===== src/rtl/pix_capture.sv =====
// pix_capture
//    Captures frames from a parallel 12-bit camera sensor and packs pixels
//    two per 32-bit word into a small output FIFO with a ready/valid port.
//
//    Ports
//       pixclk        pixel clock, all logic on the rising edge
//       reset_b       asynchronous active-low reset
//       capture_en    arms capture; only looked at when a frame starts
//       frame_valid   sensor frame valid
//       line_valid    sensor line valid
//       din           sensor pixel (12 bits)
//       out_data      packed word, pixel N in [15:0], pixel N+1 in [31:16]
//       out_valid     FIFO not empty
//       out_ready     downstream accepts the head word
//       out_sof       head word is the first word of a frame
//       out_eof       head word is the last word of a frame
//       frame_done    one-cycle pulse when a captured frame has been closed
//       overflow      sticky: a word was dropped because the FIFO was full
//       frame_width   pixels in the last line of the last captured frame
//       frame_height  lines in the last captured frame
//
//    Build option
//       FRAME_STATS_EN  when defined, builds the width/height counters;
//                       otherwise frame_width/frame_height are tied to 0.

module pix_capture #(
   parameter int WORD_FIFO_DEPTH = 2,
   parameter int CNT_W           = 12
) (
   input  logic             pixclk,
   input  logic             reset_b,
   input  logic             capture_en,
   input  logic             frame_valid,
   input  logic             line_valid,
   input  logic [11:0]      din,
   output logic [31:0]      out_data,
   output logic             out_valid,
   input  logic             out_ready,
   output logic             out_sof,
   output logic             out_eof,
   output logic             frame_done,
   output logic             overflow,
   output logic [CNT_W-1:0] frame_width,
   output logic [CNT_W-1:0] frame_height
);

   localparam int AW = $clog2(WORD_FIFO_DEPTH);
   localparam logic [AW:0] DEPTH_C = (AW+1)'(WORD_FIFO_DEPTH);

   typedef enum logic [1:0] {
      WAIT_LOW,
      ARMED,
      ACTIVE,
      FLUSH
   } state_t;

   state_t      state;
   logic        fv_q, fv_q1, lv_q;
   logic [11:0] din_q;

   logic        half_valid;
   logic [11:0] half_data;
   logic        pend_valid;
   logic [31:0] pend_data;
   logic        first_word;

   logic        wr_req, wr_sof, wr_eof;
   logic [31:0] wr_data;

   logic [33:0] mem [WORD_FIFO_DEPTH];
   logic [AW-1:0] rd_ptr, wr_ptr;
   logic [AW:0]   count;

   logic start, sample, pop, full, push, drop;

   // Sensor inputs are registered once. frame_valid and its delayed copy
   // reset high so that a reset released in the middle of a frame cannot
   // look like a fresh rising edge: the FSM must first see it low.
   always_ff @(posedge pixclk or negedge reset_b) begin
      if (!reset_b) begin
         fv_q  <= 1'b1;
         fv_q1 <= 1'b1;
         lv_q  <= 1'b0;
         din_q <= '0;
      end else begin
         fv_q  <= frame_valid;
         fv_q1 <= fv_q;
         lv_q  <= line_valid;
         din_q <= din;
      end
   end

   assign start  = (state == ARMED) && fv_q && !fv_q1 && capture_en;
   assign sample = (state == ACTIVE) && fv_q && lv_q;

   // Capture FSM and pixel packer. A finished pair sits in the pending
   // register until the next pixel proves it is not the last word of the
   // frame; only then is it issued as a non-eof write. On frame end the
   // open half-word (padded) or the pending word is issued with eof set.
   // Writes are issued through a one-cycle request register into the FIFO.
   always_ff @(posedge pixclk or negedge reset_b) begin
      if (!reset_b) begin
         state      <= WAIT_LOW;
         half_valid <= 1'b0;
         half_data  <= '0;
         pend_valid <= 1'b0;
         pend_data  <= '0;
         first_word <= 1'b0;
         wr_req     <= 1'b0;
         wr_data    <= '0;
         wr_sof     <= 1'b0;
         wr_eof     <= 1'b0;
         frame_done <= 1'b0;
      end else begin
         wr_req     <= 1'b0;
         frame_done <= 1'b0;
         case (state)
            WAIT_LOW: begin
               if (!fv_q) state <= ARMED;
            end
            ARMED: begin
               if (start) begin
                  state      <= ACTIVE;
                  first_word <= 1'b1;
                  half_valid <= 1'b0;
                  pend_valid <= 1'b0;
               end
            end
            ACTIVE: begin
               if (!fv_q) begin
                  state <= FLUSH;
               end else if (sample) begin
                  if (half_valid) begin
                     pend_data  <= {4'h0, din_q, 4'h0, half_data};
                     pend_valid <= 1'b1;
                     half_valid <= 1'b0;
                  end else begin
                     half_data  <= din_q;
                     half_valid <= 1'b1;
                     if (pend_valid) begin
                        wr_req     <= 1'b1;
                        wr_data    <= pend_data;
                        wr_sof     <= first_word;
                        wr_eof     <= 1'b0;
                        first_word <= 1'b0;
                        pend_valid <= 1'b0;
                     end
                  end
               end
            end
            FLUSH: begin
               if (half_valid) begin
                  wr_req  <= 1'b1;
                  wr_data <= {20'h0, half_data};
                  wr_sof  <= first_word;
                  wr_eof  <= 1'b1;
               end else if (pend_valid) begin
                  wr_req  <= 1'b1;
                  wr_data <= pend_data;
                  wr_sof  <= first_word;
                  wr_eof  <= 1'b1;
               end
               half_valid <= 1'b0;
               pend_valid <= 1'b0;
               first_word <= 1'b0;
               frame_done <= 1'b1;
               state      <= ARMED;
            end
            default: state <= WAIT_LOW;
         endcase
      end
   end

   assign out_valid = (count != '0);
   assign pop       = out_valid && out_ready;
   assign full      = (count == DEPTH_C);
   assign push      = wr_req && (!full || pop);
   assign drop      = wr_req && full && !pop;

   // FIFO storage; contents are don't-care while empty because the
   // outputs are masked by out_valid.
   always_ff @(posedge pixclk) begin
      if (push) mem[wr_ptr] <= {wr_sof, wr_eof, wr_data};
   end

   // FIFO pointers and occupancy, plus the sticky overflow flag. A write
   // into a full FIFO that is being read in the same cycle still fits.
   always_ff @(posedge pixclk or negedge reset_b) begin
      if (!reset_b) begin
         rd_ptr   <= '0;
         wr_ptr   <= '0;
         count    <= '0;
         overflow <= 1'b0;
      end else begin
         if (push) wr_ptr <= wr_ptr + 1'b1;
         if (pop)  rd_ptr <= rd_ptr + 1'b1;
         if (push && !pop)      count <= count + 1'b1;
         else if (pop && !push) count <= count - 1'b1;
         if (drop)       overflow <= 1'b1;
         else if (start) overflow <= 1'b0;
      end
   end

   assign out_data = out_valid ? mem[rd_ptr][31:0] : 32'h0;
   assign out_eof  = out_valid ? mem[rd_ptr][32]   : 1'b0;
   assign out_sof  = out_valid ? mem[rd_ptr][33]   : 1'b0;

`ifdef FRAME_STATS_EN
   logic             lv_q1;
   logic [CNT_W-1:0] width_cnt, height_cnt;

   // Line and pixel counters for the frame in progress. The pixel count
   // restarts on each line, so at frame end it holds the last line length.
   // Results are published when the frame is closed.
   always_ff @(posedge pixclk or negedge reset_b) begin
      if (!reset_b) begin
         lv_q1        <= 1'b0;
         width_cnt    <= '0;
         height_cnt   <= '0;
         frame_width  <= '0;
         frame_height <= '0;
      end else begin
         lv_q1 <= lv_q;
         if (start) begin
            width_cnt  <= '0;
            height_cnt <= '0;
         end else begin
            if ((state == ACTIVE) && fv_q && lv_q && !lv_q1)
               height_cnt <= height_cnt + 1'b1;
            if (sample)
               width_cnt <= lv_q1 ? width_cnt + 1'b1 : CNT_W'(1);
         end
         if (state == FLUSH) begin
            frame_width  <= width_cnt;
            frame_height <= height_cnt;
         end
      end
   end
`else
   assign frame_width  = '0;
   assign frame_height = '0;
`endif

endmodule


===== config.mk =====
export PLATFORM = sky130hd
export DESIGN_NAME = pix_capture
export DESIGN_NICKNAME = d
export VERILOG_FILES = /design/src/rtl/pix_capture.sv
export SDC_FILE = /design/constraint.sdc
export NUM_CORES = 1
export LEC_CHECK = 0
export CAP_MARGIN = 15
export CORE_MARGIN = 2
export CORE_UTILIZATION = 45
export CTS_CLUSTER_DIAMETER = 100
export CTS_CLUSTER_SIZE = 25
export DETAILED_ROUTE_END_ITERATION = 12
export GPL_TIMING_DRIVEN = 0
export PLACE_DENSITY = 0.67
export SKIP_LAST_GASP = 1
export SYNTH_ARGS = -nofsm -noshare
export SYNTH_HDL_FRONTEND = slang
export SYNTH_SLANG_ARGS = --single-unit

===== constraint.sdc =====
create_clock -name pixclk -period 8.45 [get_ports pixclk]
set_clock_uncertainty 0.2 [all_clocks]
set_input_delay 1.69 -clock pixclk [delete_from_list [all_inputs] [get_ports pixclk]]
set_output_delay 1.69 -clock pixclk [all_outputs]
set_load 0.1 [all_outputs]

==> summary.txt <==
Status
  • Status: finished, final reports clean

Drt
  • DR vias/cell: 4.87
  • Via count: 3545
  • Post-route ant nets: 0
  • Pre-Repair DR Iteration Count: 4
  • Post-Route WL: 10900 µm
  • Wire per inst: 15.0 µm
  • 1st-iter DRT viols: 162
  • Detailed-route DRC error count: 0

Final layout
  • ANT cells: 0
  • Layout cells sized above 1: 22.4%
  • Fillers: 1107
  • Syn-to-layout area delta: 23.5%
  • Final Net Count: 559

Worst hold path
  • Hold path depth: 0
  • Worst Min Path Start: fv_q
  • Hold crit path type: reg2reg

Worst setup path
  • Kind of critical path: reg2out
  • Crit-path max FO: 10
  • CP endpoint kind: output pin
  • Crit path launch type: register
  • R2R depth: 7
  • WP data arrival: 3.08 ns
  • Slowest-stage cell, CP: clkdlybuf4s50_1
  • Crit path buffers/inverters: 3
  • Worst EP required: 6.56 ns
  • Reg-to-reg startpoint: state[0]
  • Worst path top cell family by delay: buffers and inverters
  • R2R Setup Slk: 5.78 ns
  • CP startpoint: rd_ptr
  • Crit-path cells: clkbuf_1 -> buf_2 -> mux2i_1 -> nor2_1 -> clkdlybuf4s50_1
  • CP Depth: 5
  • Slowest stage delay, CP: 1.14 ns

Power
  • Leak Pwr: 3.62 nW
  • Clk network pwr share: 24.7%
  • Sw power: 1.33 mW
  • Sw frac: 43.3%
  • Pwr/cell area: 387 mW/mm²
  • Power, Total: 3.08 mW
  • Internal power: 1.75 mW
  • Sequential share of power: 32.9%
  • Gate power share: 42.4%
  • Worst IR Drop VDD: 231 µV

Synth
  • Synth Instances: 437
  • Synth Cell Area: 0.00645 mm²
  • Count of different cell masters after synthesis: 36
  • Sequential area share after synthesis: 69.3%
  • YS warnings: 0
  • Post-synthesis register bit count: 165
  • Mean Syn Cell Area: 14.8 µm²

STA
  • Final Hold Fails: 0
  • Pins Over Slew Limit: 0
  • WHS: 0.167 ns
  • Min Clock Period, post-route: 4.97 ns
  • Final setup fails: 0
  • Measured slew at the worst slew-check pin: 0.981 ns
  • RSZ-0062 raised after global routing: no
  • Setup TNS: 0 ns
  • F_max: 201 MHz
  • Period utilization: 58.8%
  • Slew headroom: 34.4%

Die
  • Initial Util: 46.3%
  • CORE AREA: 0.0139 mm²
  • Die span in x: 124 µm
  • Die area: 0.0153 mm²
  • Die H: 124 µm
  • Num rows: 43
  • Io pins: 79

Global routing
  • Residual overflow from global routing: 0
  • First-pass GRT wire length: 18000 µm
  • Total GRT Usage: 16.0%
  • Initial antenna violation count: 0
  • Largest net degree at the start of global routing: 59
  • Number of global-route vias before repair: 3570

Clock network
  • Reg clk slew, reported paths: 0.06 ns
  • Clock Latency Late Sink: 0.41 ns
  • CTS sink cnt: 165
  • CTS tree: yes
  • Clk root buf: clkbuf_16
  • Clock Path Buffers: 2
  • H-tree levels: 4
  • Post-CTS setup buffer count: 0
  • CTS Buf Count: 17
  • CTS Hold Bufs: 0
  • Post-CTS sizing: 0

Place
  • Global placement routability congestion: 0.773
  • I/O Buffers: 54
  • Final HPWL DP: 7500 µm

Job
  • Max-Cap Viols: 0
## routing by layer
layer  vias to the layer above  share of wire, %  track usage [%]
li1                       1689                 -                -
met1                      1738                44             20.5
met2                        98                49             26.2
met3                        20               4.9             3.75
met4                         0               1.9             7.24
met5                         -                 0                0
## synth_stat cells
| library cell | count | area, µm² |
|---|---|---|
| o32ai_1 | 1 | 8.76 |
| clkbuf_1 | 10 | 37.5 |
| dfrtp_1 | 95 | 2380 |
| a211oi_1 | 1 | 7.51 |
| nand4b_1 | 2 | 17.5 |
| nand2b_1 | 2 | 12.5 |
| a221oi_1 | 2 | 17.5 |
| and3b_1 | 2 | 17.5 |
| clkbuf_2 | 1 | 5.00 |
| a211oi_4 | 1 | 20.0 |
| a21o_1 | 1 | 7.51 |
| buf_6 | 1 | 11.3 |
| nand3b_1 | 1 | 7.51 |
| and4b_1 | 1 | 10.0 |
| mux2_2 | 51 | 574 |
| xor2_1 | 2 | 17.5 |
| nand4_1 | 1 | 6.26 |
| dfstp_2 | 2 | 52.6 |
| nand3_1 | 1 | 5.00 |
| buf_2 | 6 | 30.0 |
| o21ai_0 | 1 | 5.00 |
| a22o_1 | 12 | 105 |
| mux2i_1 | 34 | 340 |
| conb_1 | 1 | 3.75 |
| and2_1 | 9 | 56.3 |
| nand2_1 | 41 | 154 |
| buf_4 | 25 | 188 |
| nor2_1 | 38 | 143 |
| a21oi_1 | 2 | 10.0 |
| xnor2_1 | 3 | 26.3 |
| inv_1 | 8 | 30.0 |
| o21a_1 | 1 | 7.51 |
| ha_1 | 6 | 75.1 |
| nor3b_1 | 1 | 7.51 |
| o22ai_1 | 3 | 18.8 |
| edfxtp_1 | 68 | 2040 |
## layout by cell type, fill, tap and decap left out, drive strengths merged
cell           synthesis  final
and2                   9      9
conb                   1     24
a21o                   1      1
clkinv                 0      5
nand3b                 1      1
xnor2                  3      3
mux2i                 34     34
a211oi                 2      2
bufinv                 0      1
nor2                  38     38
a21oi                  2      2
a221oi                 2      2
nor3b                  1      1
edfxtp                68     68
o21a                   1      1
o22ai                  3      3
nand2b                 2      2
inv                    8     10
clkbuf                11     35
nand4b                 2      2
o32ai                  1      1
dfstp                  2      2
nand2                 41     41
dfrtp                 95     95
mux2                  51     51
a22o                  12     12
nand4                  1      1
nand3                  1      1
clkdlybuf4s50          0     53
o21ai                  1      1
and3b                  2      2
xor2                   2      2
buf                   32     35
and4b                  1      1
ha                     6      6
## power groups by stage
stage	clock (mW)	sequential [mW]	combinational, mW
after floorplan	0	1.04	1.02
after detailed placement	0	1.03	1.32
after global routing	0.814	1.03	1.38
after global placement	0	1.02	1.30
final	0.762	1.02	1.31
after CTS	0.778	1.02	1.32
## through the flow
step                      worst slack (ns)  cells  util [%]  instance area [µm²]
after global placement                1.94    694      52.4                 7310
after CTS                             3.36    728      57.2                 7970
after floorplan                       4.28    460         -                 6540
after detailed placement              3.81    696      52.8                 7360
final                                 3.48    728      57.2                 7970
after global routing                  3.26    728      57.2                 7970
## path summary, 6_finish.rpt
check / endpoint
min reg2reg: fv_q1
max: out_data[26]
max in group asynchronous: wr_data[23]
min: fv_q1
min in group asynchronous: wr_data[4]
max reg2reg: wr_data[4]
## layout make-up
| type | instances | area (µm²) | area share [%] |
|---|---|---|---|
| clock inverters | 8 | 86.3 | 1.08 |
| clock buffers | 24 | 523 | 6.56 |
| inverters | 8 | 30.0 | 0.377 |
| repair buffers | 56 | 586 | 7.35 |
| flip-flops and latches | 165 | 4470 | 56.1 |
| multi-input cells | 244 | 1780 | 22.3 |
| well taps | 180 | 225 | 2.83 |
| plain buffers | 43 | 272 | 3.41 |
## state kept, by name (all words and copies together) (netlist names), 2 cells and up
register / count
wr_data: 32
din_q: 12
state: 2
half_data: 12
mem: 68
pend_data: 24
count: 2
## kinds of logic after synthesis
group	count (synthesis)	share of synthesized area [%]
flops	165	69.3
simple gates	99	6.77
mux	85	14.2
buf+inv	51	4.67
compound gates	25	3.22
fa+ha+maj	6	1.16
xor+xnor	5	0.679
other cells	1	0.0581
(Power assumes the default switching activity.)
